[config.mk]
export PLATFORM = sky130hd
export DESIGN_NAME = if_id_queue
export DESIGN_NICKNAME = d
export VERILOG_FILES = /design/src/rtl/if_id_queue.sv
export SDC_FILE = /design/constraint.sdc
export NUM_CORES = 1
export LEC_CHECK = 0
export CORE_UTILIZATION = 59
export CTS_CLUSTER_SIZE = 16
export DETAILED_ROUTE_END_ITERATION = 10
export GPL_TIMING_DRIVEN = 0
export PLACE_DENSITY = 0.84
export SLEW_MARGIN = 20
export SYNTH_ARGS = -nofsm -noshare
export SYNTH_HDL_FRONTEND = slang
export SYNTH_SLANG_ARGS = --single-unit
export TNS_END_PERCENT = 30
[constraint.sdc]
create_clock -name clk -period 5.7 [get_ports clk]
set_input_delay 0.855 -clock clk [delete_from_list [all_inputs] [get_ports clk]]
set_output_delay 0.855 -clock clk [all_outputs]
set_load 0.02 [all_outputs]
[src/rtl/if_id_queue.sv]
// if_id_queue: IF/ID boundary with a DEPTH-entry {pc, inst} FIFO in front of a
// registered ID output stage. IF pushes with valid/ready; ID sees one registered
// entry per cycle under the pipeline stall vector and flush.
module if_id_queue #(
  parameter int unsigned ADDR_W = 32,
  parameter int unsigned INST_W = 32,
  parameter int unsigned DEPTH  = 4,
  parameter int unsigned CNT_W  = $clog2(DEPTH + 1)
) (
  input  logic              clk,
  input  logic              rst,
  input  logic [5:0]        stall,
  input  logic              flush,
  input  logic              if_valid,
  input  logic [ADDR_W-1:0] if_pc,
  input  logic [INST_W-1:0] if_inst,
  output logic              if_ready,
  output logic [ADDR_W-1:0] id_pc,
  output logic [INST_W-1:0] id_inst,
  output logic              id_valid,
  output logic [CNT_W-1:0]  count
);

  localparam int unsigned PTR_W = $clog2(DEPTH);

  typedef struct packed {
    logic [ADDR_W-1:0] pc;
    logic [INST_W-1:0] inst;
  } entry_t;

  entry_t           mem [DEPTH];
  logic [PTR_W-1:0] wr_ptr;
  logic [PTR_W-1:0] rd_ptr;

  logic   clear_c;
  logic   empty_c;
  logic   enq_c;
  logic   deq_c;
  logic   bubble_c;
  entry_t head_c;
  logic   stall_unused_c;

  // Only the IF/ID and ID hold bits matter at this boundary.
  assign stall_unused_c = ^{stall[5:3], stall[0]};

  // Ready depends only on the registered occupancy, never on stall or a same-cycle dequeue.
  assign if_ready = (count != CNT_W'(DEPTH));

  // Per-cycle decisions: clear beats everything, then bubble/dequeue/hold.
  always_comb begin
    clear_c  = 1'b0;
    empty_c  = 1'b0;
    enq_c    = 1'b0;
    deq_c    = 1'b0;
    bubble_c = 1'b0;
    head_c   = mem[rd_ptr];

    clear_c = !rst || flush;
    empty_c = (count == '0);
    enq_c   = !clear_c && if_valid && if_ready;
    deq_c   = !clear_c && !stall[1] && !empty_c;
    // Bubble when IF/ID is held but ID is free, or when ID is free and there is nothing to give.
    bubble_c = !clear_c && ((stall[1] && !stall[2]) || (!stall[1] && empty_c));
  end

  // Storage array; contents need no reset because count gates every read.
  always_ff @(posedge clk) begin
    if (enq_c) begin
      mem[wr_ptr] <= entry_t'({if_pc, if_inst});
    end
  end

  // Write/read pointers wrap naturally at DEPTH (power of two).
  always_ff @(posedge clk) begin
    if (clear_c) begin
      wr_ptr <= '0;
      rd_ptr <= '0;
    end else begin
      if (enq_c) begin
        wr_ptr <= wr_ptr + PTR_W'(1);
      end
      if (deq_c) begin
        rd_ptr <= rd_ptr + PTR_W'(1);
      end
    end
  end

  // Occupancy: simultaneous push and pop cancel out.
  always_ff @(posedge clk) begin
    if (clear_c) begin
      count <= '0;
    end else begin
      count <= count + CNT_W'(enq_c) - CNT_W'(deq_c);
    end
  end

  // ID output register: clear, bubble, load head, or hold when both stages are stalled.
  always_ff @(posedge clk) begin
    if (clear_c) begin
      id_pc    <= '0;
      id_inst  <= '0;
      id_valid <= 1'b0;
    end else if (bubble_c) begin
      id_pc    <= '0;
      id_inst  <= '0;
      id_valid <= 1'b0;
    end else if (deq_c) begin
      id_pc    <= head_c.pc;
      id_inst  <= head_c.inst;
      id_valid <= 1'b1;
    end
  end

endmodule

After elaboration in Yosys (flattened, before gate mapping)
Memories as Yosys holds them, arrays and structs flattened. A register that Yosys moved wholly into a read port is not among the register bits.
Index checks and enable logic that the tools add are counted.
Cells by class
  reduce and logical (&&, ||, !) cells: 16
  $add $sub $neg: 4
  equality and inequality tests: 1
  muxes and demuxes: 2
Operators by type and width (number)
  $logic_and A1 B1 Y1: 7
  $logic_not A1 Y1: 5
  $add A2 B1 Y2 const B: 2
  $add A3 B1 Y3: 1
  $logic_not A3 Y1: 1
  $ne A3 B3 Y1 const B: 1
  $sub A3 B1 Y3: 1
  $logic_or A1 B1 Y1: 2
  $mux W1: 2
  $reduce_or A2 Y1: 1
Storage, ports and cells
  output and inout bits: 69
  logic and storage cells: 28
  memories kept: 1
  bits in registers: 8
  RAM bits: 256
Memories
  mem: depth 4, width 64, rd ports 1, clocked after Yosys merged registers in 1, write ports 1, line 31  | entry_t mem [DEPTH];

Longest topological paths before layout
Gate-level depths: netlist of the first run.
  word-level depth: 7
  gate-level depth with buffers: 11
  mapped depth without buffers: 11

Worst setup path after synthesis of the first run
No wires, ideal clock.
  path kind: input-to-reg
  start: in flush
  end: mem mem[0][0] in the netlist's numbering, enable pin
  arrival: 2.924 ns
  stages on the path: 3
  slack: 2.347 ns
  path through: nand2b_1 nor3_1 and2_1
On the way
  word-level cells in the longest chain between the ends: 6
Ends and longest elaborated chain
  start: declaration: line 13  | input logic flush,
  $logic_or A1 B1 Y1: line 58  | clear_c = !rst || flush;
  $logic_not A1 Y1: line 60  | enq_c = !clear_c && if_valid && if_ready;
  $logic_and A1 B1 Y1 (2 in series): line 60
  $mux W1: line 68  | if (enq_c) begin
  $mux W1 (implied by the code): line 69  | mem[wr_ptr] <= entry_t'({if_pc, if_inst});
  end: declaration: line 31
Every way passes these cells.

Worst setup path in the final report of the first run
  start: in rst
  end: reg count[2]
RTL lines
  start: declaration: line 11  | input logic rst,
  $logic_not A1 Y1: line 58
  $logic_or A1 B1 Y1: line 58
  $logic_not A1 Y1: line 61  | deq_c = !clear_c && !stall[1] && !empty_c;
  $logic_and A1 B1 Y1 (2 in series): line 61
  net deq_c: line 38  | logic deq_c;
  $sub A3 B1 Y3: line 93  | count <= count + CNT_W'(enq_c) - CNT_W'(deq_c);
  end signal: assignment: line 93
  end: declaration: line 21  | output logic [CNT_W-1:0] count
The timed path passes the listed nets, and every way through them passes these cells.
A chain may end at the register's enable or synchronous reset.

==> flow_summary_export.csv, run 1 <==
group,metric,value,unit
status,status,"completed",
synthesis,ys_top_cells_by_count,"edfxtp_1 (256), dfxtp_1 (72), a22o_1 (64), mux4_2 (64), buf_2 (9)",
clocking,ctsResizeCount,0,
clocking,clock_path_buffers,3,
critical_path,path_class,"input port to register",
critical_path,critPathCapture,"count[2]",
synthesis,synth_simple_gate_area_share,1.03,%
cells_and_area,design_area,14600,um^2
clocking,cts.clk_slew.worst_paths,60,ps
routing,dr.pass1.iters,5,
critical_path,crit_fanout,10,
sta,rsz0062_at_grt,"no",
clocking,h-tree-depth,2,
critical_path,worstSetupPathDepth,12,
critical_path,crit_required,6120,ps
power_and_ir_drop,p_leak,4.77,nW
floorplan,die_area,20300,um^2
sta,hold_ws,476,ps
floorplan,fp.dieW,143,um
critical_path,timing.rr.start,"count[1]",
cells_and_area,n_antenna_cell,0,
synthesis,ys_warn_count,0,
clocking,cts_inserted_buffers,34,
clocking,cts_tree,"built",
critical_path,endpoint_kind,"register",
place,pre_cts_ws,1940,ps
sta,clock_skew,15.9,ps
critical_path,cp_num_buf_inv,4,
synthesis,syn_area_per_cell,22.0,um^2
synthesis,synth.distinct_cells,30,
global_routing,grt_max_degree,45,
clocking,post_cts_buffers,0,
synthesis,muxShareOfSynthArea,12.4,%
routing,wirelength,22500,um
critical_path,r2r-end,"count[2]",
flow_run,drv_cap,0,
place,port_buffers,138,
sta,finalSetupViolCount,0,
power_and_ir_drop,power_switching,919,uW
synthesis,synth_enable_flop_cells,256,
cells_and_area,nNetsFinal,789,
min_path,hold_class,"register to register",
critical_path,crit_start,"rst",
critical_path,cp_top_family,"simple AND/OR/NAND/NOR gates",
floorplan,coreArea,19400,um^2
power_and_ir_drop,internal_power,3.96,mW
routing,vias,5832,
global_routing,grt_pass1_wl,34600,um
place,dp.cells,937,
synthesis,synth-xor-area-share,0.0752,%
synthesis,synth_compound_area_share,5.28,%
synthesis,async_reset_ff_share,0,%
synthesis,synthFlopType,"edfxtp_1",
clocking,holdBufCountCts,0,
routing,ant_nets,0,
synthesis,syn_inst,530,
place,place_area,13500,um^2
global_routing,overflow,0,
floorplan,io_pins,143,
clocking,clkSinkCount,328,
sta,max_freq,307,MHz
critical_path,rrSetupSlack,3070,ps
synthesis,synth_top_area_share,66.0,%
floorplan,rows,51,
cells_and_area,syn_to_final_growth,24.9,%
min_path,min_path_cells,1,
synthesis,yosysTopAreaCell,"edfxtp_1",
routing,routedWlPerCell,22.5,um
power_and_ir_drop,power.share.clock,44.2,%
place,hpwl,13500,um
synthesis,synth_nets,611,
sta,finalCritPeriodShare,57.1,%
floorplan,start_util,60.1,%
synthesis,yosysMostFrequentCell,"edfxtp_1",
synthesis,synth_area_leaders,"edfxtp_1 (66%), dfxtp_1 (12%), mux4_2 (12%)",
sta,maxSlewHeadroom,53.3,%
cells_and_area,final_cells,997,
sta,finalHoldViolCount,0,
routing,drtIter0Drc,295,
synthesis,ys_seq_area_share,78.4,%
routing,drc_errors,0,
sta,slew_viol_final,0,
power_and_ir_drop,power.total,4.88,mW
power_and_ir_drop,power.density,335,nW/um^2
cells_and_area,fin_util,75.0,%
routing,via_per_inst,5.85,
power_and_ir_drop,switching_share,18.8,%
place,place_congestion,0.753,
critical_path,start_kind,"input port",
clocking,clk-insertion-delay-late,500,ps
synthesis,synth_fa_ha_area_share,0.816,%
critical_path,crit_path_cell_trace,"clkdlybuf4s50_1 > or3b_1 > nor2_1 > buf_2 > ha_1 > inv_1 > ha_1 > inv_1 > fa_1 > xor2_1 > and2_1 > nor3_1",
sta,fin_ws,2440,ps
critical_path,cp_slowest_cell,"clkdlybuf4s50_1",
critical_path,critPathArrivalTime,3670,ps
synthesis,syn_area,11700,um^2
global_routing,grtUsageTotal,23.1,%
synthesis,ys_ff_latch,328,
critical_path,reg2reg_depth,11,
synthesis,synth_top_family_by_area,"multiplexers",
power_and_ir_drop,ir_worst_vdd,0.000339,V
sta,post-route-min-period,3260,ps
sta,worst_pin_slew,700,ps
cells_and_area,layout-drive-gt1-share,19.5,%
clocking,cts_root_buf,"clkbuf_16",
power_and_ir_drop,power_frac_comb,2.5,%
power_and_ir_drop,seqPwrFrac,53.4,%
sta,finalSetupTns,0,ps
global_routing,grt_pass1_vias,6188,
floorplan,fp.dieH,143,um
global_routing,antenna_found_initial,0,
critical_path,cpPeakStageDelay,500,ps
==> layout make-up <==
cell class	instances	area, um^2
fill	1118	4840
sequential	328	9130
clock inverter	16	155
multi-input combinational	165	2290
clock buffer	44	940
tap	265	332
inverter	8	30.0
timing repair buffer	142	1470
buffer	29	211
==> logic make-up after synthesis <==
kind of cell / after synthesis
flops: 328
compound gates: 73
fa+ha+maj: 7
xor+xnor: 1
simple gates: 20
buf+inv: 37
mux: 64
==> cell usage in the layout, fill, tap and decap left out, types with 2 or more instances in the layout <==
cell type	n
clkbuf_16	35
edfxtp_1	256
clkinv_2	9
inv_1	8
bufinv_16	3
ha_1	6
clkbuf_8	3
nor3_1	2
nand3_1	2
a21oi_1	3
clkdlybuf4s50_1	138
buf_12	7
mux4_2	64
and2_1	2
clkinv_1	3
a22o_1	64
dfxtp_1	72
clkbuf_1	14
and2_4	4
buf_1	2
buf_2	9
nor2_1	3
buf_4	5
o21ai_0	3
==> routing by layer <==
layer	GRT usage, %	routed length [um]
met5	0	0
met4	7.02	395
met1	30.4	9070
met2	39.0	11400
met3	5.11	1590
==> sequential cells by signal, summed over array words and instances, names as in the netlist <==
name / cells
mem: 256
id_inst: 32
id_pc: 32
id_valid: 1
wr_ptr: 2
count: 3
rd_ptr: 2
==> power groups by stage <==
stage / registers, mW / clock network [mW] / logic (mW)
floorplan: 2.66 / 0 / 0.0334
global placement: 2.65 / 0 / 0.111
detailed placement: 2.65 / 0 / 0.121
CTS: 2.60 / 2.18 / 0.122
global route: 2.60 / 2.28 / 0.129
finish: 2.60 / 2.16 / 0.122
==> worst reg2reg max path, stage by stage, from the launching register on <==
cell     delay (ps)
dfxtp_1         450
nor3b_1         130
nor3_1          450
inv_1           100
ha_1            290
inv_1            60
ha_1            130
inv_1            50
fa_1            380
xor2_1          180
and2_1          180
nor3_1          140
==> worst min path at each step <==
stage,startpoint,to,slack (ps)
4_1_cts,id_valid,id_valid,470
3_3_place_gp,id_valid,id_valid,450
3_5_place_dp,id_valid,id_valid,450
2_1_floorplan,wr_ptr[0],wr_ptr[0],480
5_1_grt,id_valid,id_valid,490
6_report,id_valid,id_valid,480
Note: power is estimated with default switching activity, not from simulation.
==> run 2, diff against run 1 <==
--- a/config.mk
+++ b/config.mk
@@ -5,11 +5,11 @@
 export SDC_FILE = /design/constraint.sdc
 export NUM_CORES = 1
 export LEC_CHECK = 0
-export CORE_UTILIZATION = 59
+export CORE_UTILIZATION = 50
 export CTS_CLUSTER_SIZE = 16
 export DETAILED_ROUTE_END_ITERATION = 10
 export GPL_TIMING_DRIVEN = 0
-export PLACE_DENSITY = 0.84
+export PLACE_DENSITY = 0.76
 export SLEW_MARGIN = 20
 export SYNTH_ARGS = -nofsm -noshare
 export SYNTH_HDL_FRONTEND = slang
==> constraint.sdc (replaced) <==
create_clock -name clk -period 2.93 [get_ports clk]
set_input_delay 0.4395 -clock clk [delete_from_list [all_inputs] [get_ports clk]]
set_output_delay 0.4395 -clock clk [all_outputs]
set_load 0.02 [all_outputs]
==> run 2 against run 1 <==
Sequential share of layout area down 0.28 points. Design area up 0.45%. Non-clock buffer count unchanged. Critical path depth unchanged. Hold slack better by 1.8 ps. Power up 94%. Count of clock-buffer cells in the layout up 8. Register-to-register slack worse by 2700 ps. Core utilization down 11 points. Critical endpoint unchanged. Largest cell class unchanged.
==> flow_summary_export.csv, run 2 (synthesis results as in run 1) <==
group,metric,value,unit
status,status,"completed",
sta,fin_ws,225,ps
place,hpwl,13200,um
power_and_ir_drop,switching_share,18.7,%
flow_run,drv_cap,0,
floorplan,start_util,51.2,%
clocking,post_cts_buffers,0,
cells_and_area,n_antenna_cell,0,
routing,drc_errors,0,
power_and_ir_drop,p_leak,4.75,nW
clocking,cts_inserted_buffers,35,
floorplan,coreArea,22800,um^2
cells_and_area,final_cell_mix,"edfxtp_1 (256), clkdlybuf4s50_1 (138), dfxtp_1 (72), mux4_2 (64), a22o_1 (64)",
clocking,cts_root_buf,"clkbuf_16",
global_routing,grt_max_degree,39,
sta,maxSlewHeadroom,56.5,%
cells_and_area,final_cells,1048,
routing,wirelength,21900,um
critical_path,start_kind,"input port",
cells_and_area,fin_util,64.2,%
power_and_ir_drop,power.total,9.47,mW
global_routing,grt_pass1_wl,34200,um
routing,drtIter0Drc,324,
floorplan,die_area,23900,um^2
sta,clock_skew,18.1,ps
sta,worst_pin_slew,652,ps
floorplan,io_pins,143,
clocking,clock_path_buffers,3,
place,pre_cts_ws,-342,ps
clocking,h-tree-depth,2,
power_and_ir_drop,internal_power,7.70,mW
routing,dr.pass1.iters,4,
clocking,clk-insertion-delay-late,500,ps
cells_and_area,layout-drive-gt1-share,18.6,%
critical_path,crit_start,"rst",
clocking,cts_tree,"built",
sta,finalSetupViolCount,0,
critical_path,crit_fanout,10,
sta,rsz0062_at_grt,"no",
sta,max_freq,370,MHz
floorplan,fp.dieW,155,um
global_routing,grtUsageTotal,19.1,%
power_and_ir_drop,power.density,648,nW/um^2
power_and_ir_drop,seqPwrFrac,53.5,%
clocking,cts.clk_slew.worst_paths,60,ps
critical_path,critPathCapture,"count[2]",
routing,routedWlPerCell,20.9,um
sta,post-route-min-period,2710,ps
cells_and_area,final_common_cell,"edfxtp_1",
min_path,hold_class,"register to register",
global_routing,overflow,0,
critical_path,rrSetupSlack,360,ps
cells_and_area,largest_register_ffs,256,
routing,ant_nets,0,
sta,finalCritPeriodShare,92.3,%
cells_and_area,nNetsFinal,790,
critical_path,endpoint_kind,"register",
sta,finalHoldViolCount,0,
power_and_ir_drop,ir_worst_vdd,0.000469,V
power_and_ir_drop,power_switching,1.77,mW
critical_path,crit_required,3350,ps
clocking,clkSinkCount,328,
cells_and_area,largest-register,"mem",
routing,via_per_inst,5.47,
power_and_ir_drop,power.share.clock,44.0,%
critical_path,timing.rr.start,"count[1]",
critical_path,r2r-end,"count[2]",
power_and_ir_drop,power_frac_comb,2.5,%
sta,slew_viol_final,0,
cells_and_area,largestRegisters,"mem: 256 flops, id_inst: 32 flops, id_pc: 32 flops",
critical_path,path_class,"input port to register",
critical_path,critPathArrivalTime,3120,ps
place,dp.cells,985,
floorplan,rows,55,
place,port_buffers,138,
routing,vias,5730,
cells_and_area,syn_to_final_growth,25.5,%
global_routing,grt_pass1_vias,6233,
floorplan,fp.dieH,155,um
critical_path,reg2reg_depth,11,
place,place_congestion,0.757,
global_routing,antenna_found_initial,0,
## run 2: cell count changes in the layout (fill, tap and decap cells not counted), moves of 2 or more
cell,before,now
clkinvlp_4,0,2
clkbuf_8,3,1
clkbuf_16,35,37
clkbuf_1,14,22
clkinv_2,9,3
## run 2: worst min path at each step
stage	startpoint	end	slack, ps	cells after the start
6_report	id_inst[11]	id_inst[11]	480	1
3_5_place_dp	id_valid	id_valid	460	1
4_1_cts	id_inst[11]	id_inst[11]	480	1
5_1_grt	id_inst[11]	id_inst[11]	490	1
2_1_floorplan	wr_ptr[0]	wr_ptr[0]	480	2
3_3_place_gp	id_valid	id_valid	450	1
## run 2: worst max-delay path, cell delays in order
cell and delay (ps):
clkdlybuf4s50_1 490, or3b_1 420, nor2_1 210, clkbuf_4 260
ha_1 260, inv_1 70, ha_1 130, inv_1 40
fa_1 360, xor2_1 160, and2_1 170, nor3_1 120
## run 2: timing repair
action / CTS / global route
hold buffers: 0 / 0
setup endpoints to repair: 0 / 1
resized for setup: 0 / 1
endpoints found under the hold margin: 0 / 0
## run 2: routing by layer
metal / GRT usage [%] / part of all wire (%) / vias to the layer above
met5: 0 / 0 / -
li1: - / - / 2561
met4: 6.08 / 1.9 / 0
met1: 24.7 / 41 / 2945
met2: 32.1 / 51 / 185
met3: 4.46 / 6.4 / 39
## run 2: final cells by class
| type | count | area (um^2) |
|---|---|---|
| flip-flops and latches | 328 | 9130 |
| fillers | 1534 | 8160 |
| multi-input cells | 165 | 2290 |
| repair buffers | 142 | 1470 |
| clock buffers | 52 | 992 |
| well taps | 313 | 392 |
| plain buffers | 29 | 214 |
| clock inverters | 11 | 105 |
| inverters | 8 | 30.0 |
## run 2: power by group through the flow
| stage | clock (mW) | combinational [mW] | sequential (mW) |
|---|---|---|---|
| 2_1_floorplan | 0 | 0.0649 | 5.17 |
| 3_3_place_gp | 0 | 0.216 | 5.16 |
| 3_5_place_dp | 0 | 0.234 | 5.16 |
| 4_1_cts | 4.27 | 0.235 | 5.07 |
| 5_1_grt | 4.44 | 0.251 | 5.07 |
| 6_report | 4.17 | 0.233 | 5.07 |
## run 2: through the flow
stage	instance area, um^2	hold WS, ps	TNS (ps)
after floorplan	11700	484	-848
after detailed placement	13500	459	-1050
after global routing	14600	494	0
final	14600	477	0
after CTS	14600	481	0
after global placement	13400	448	-280490
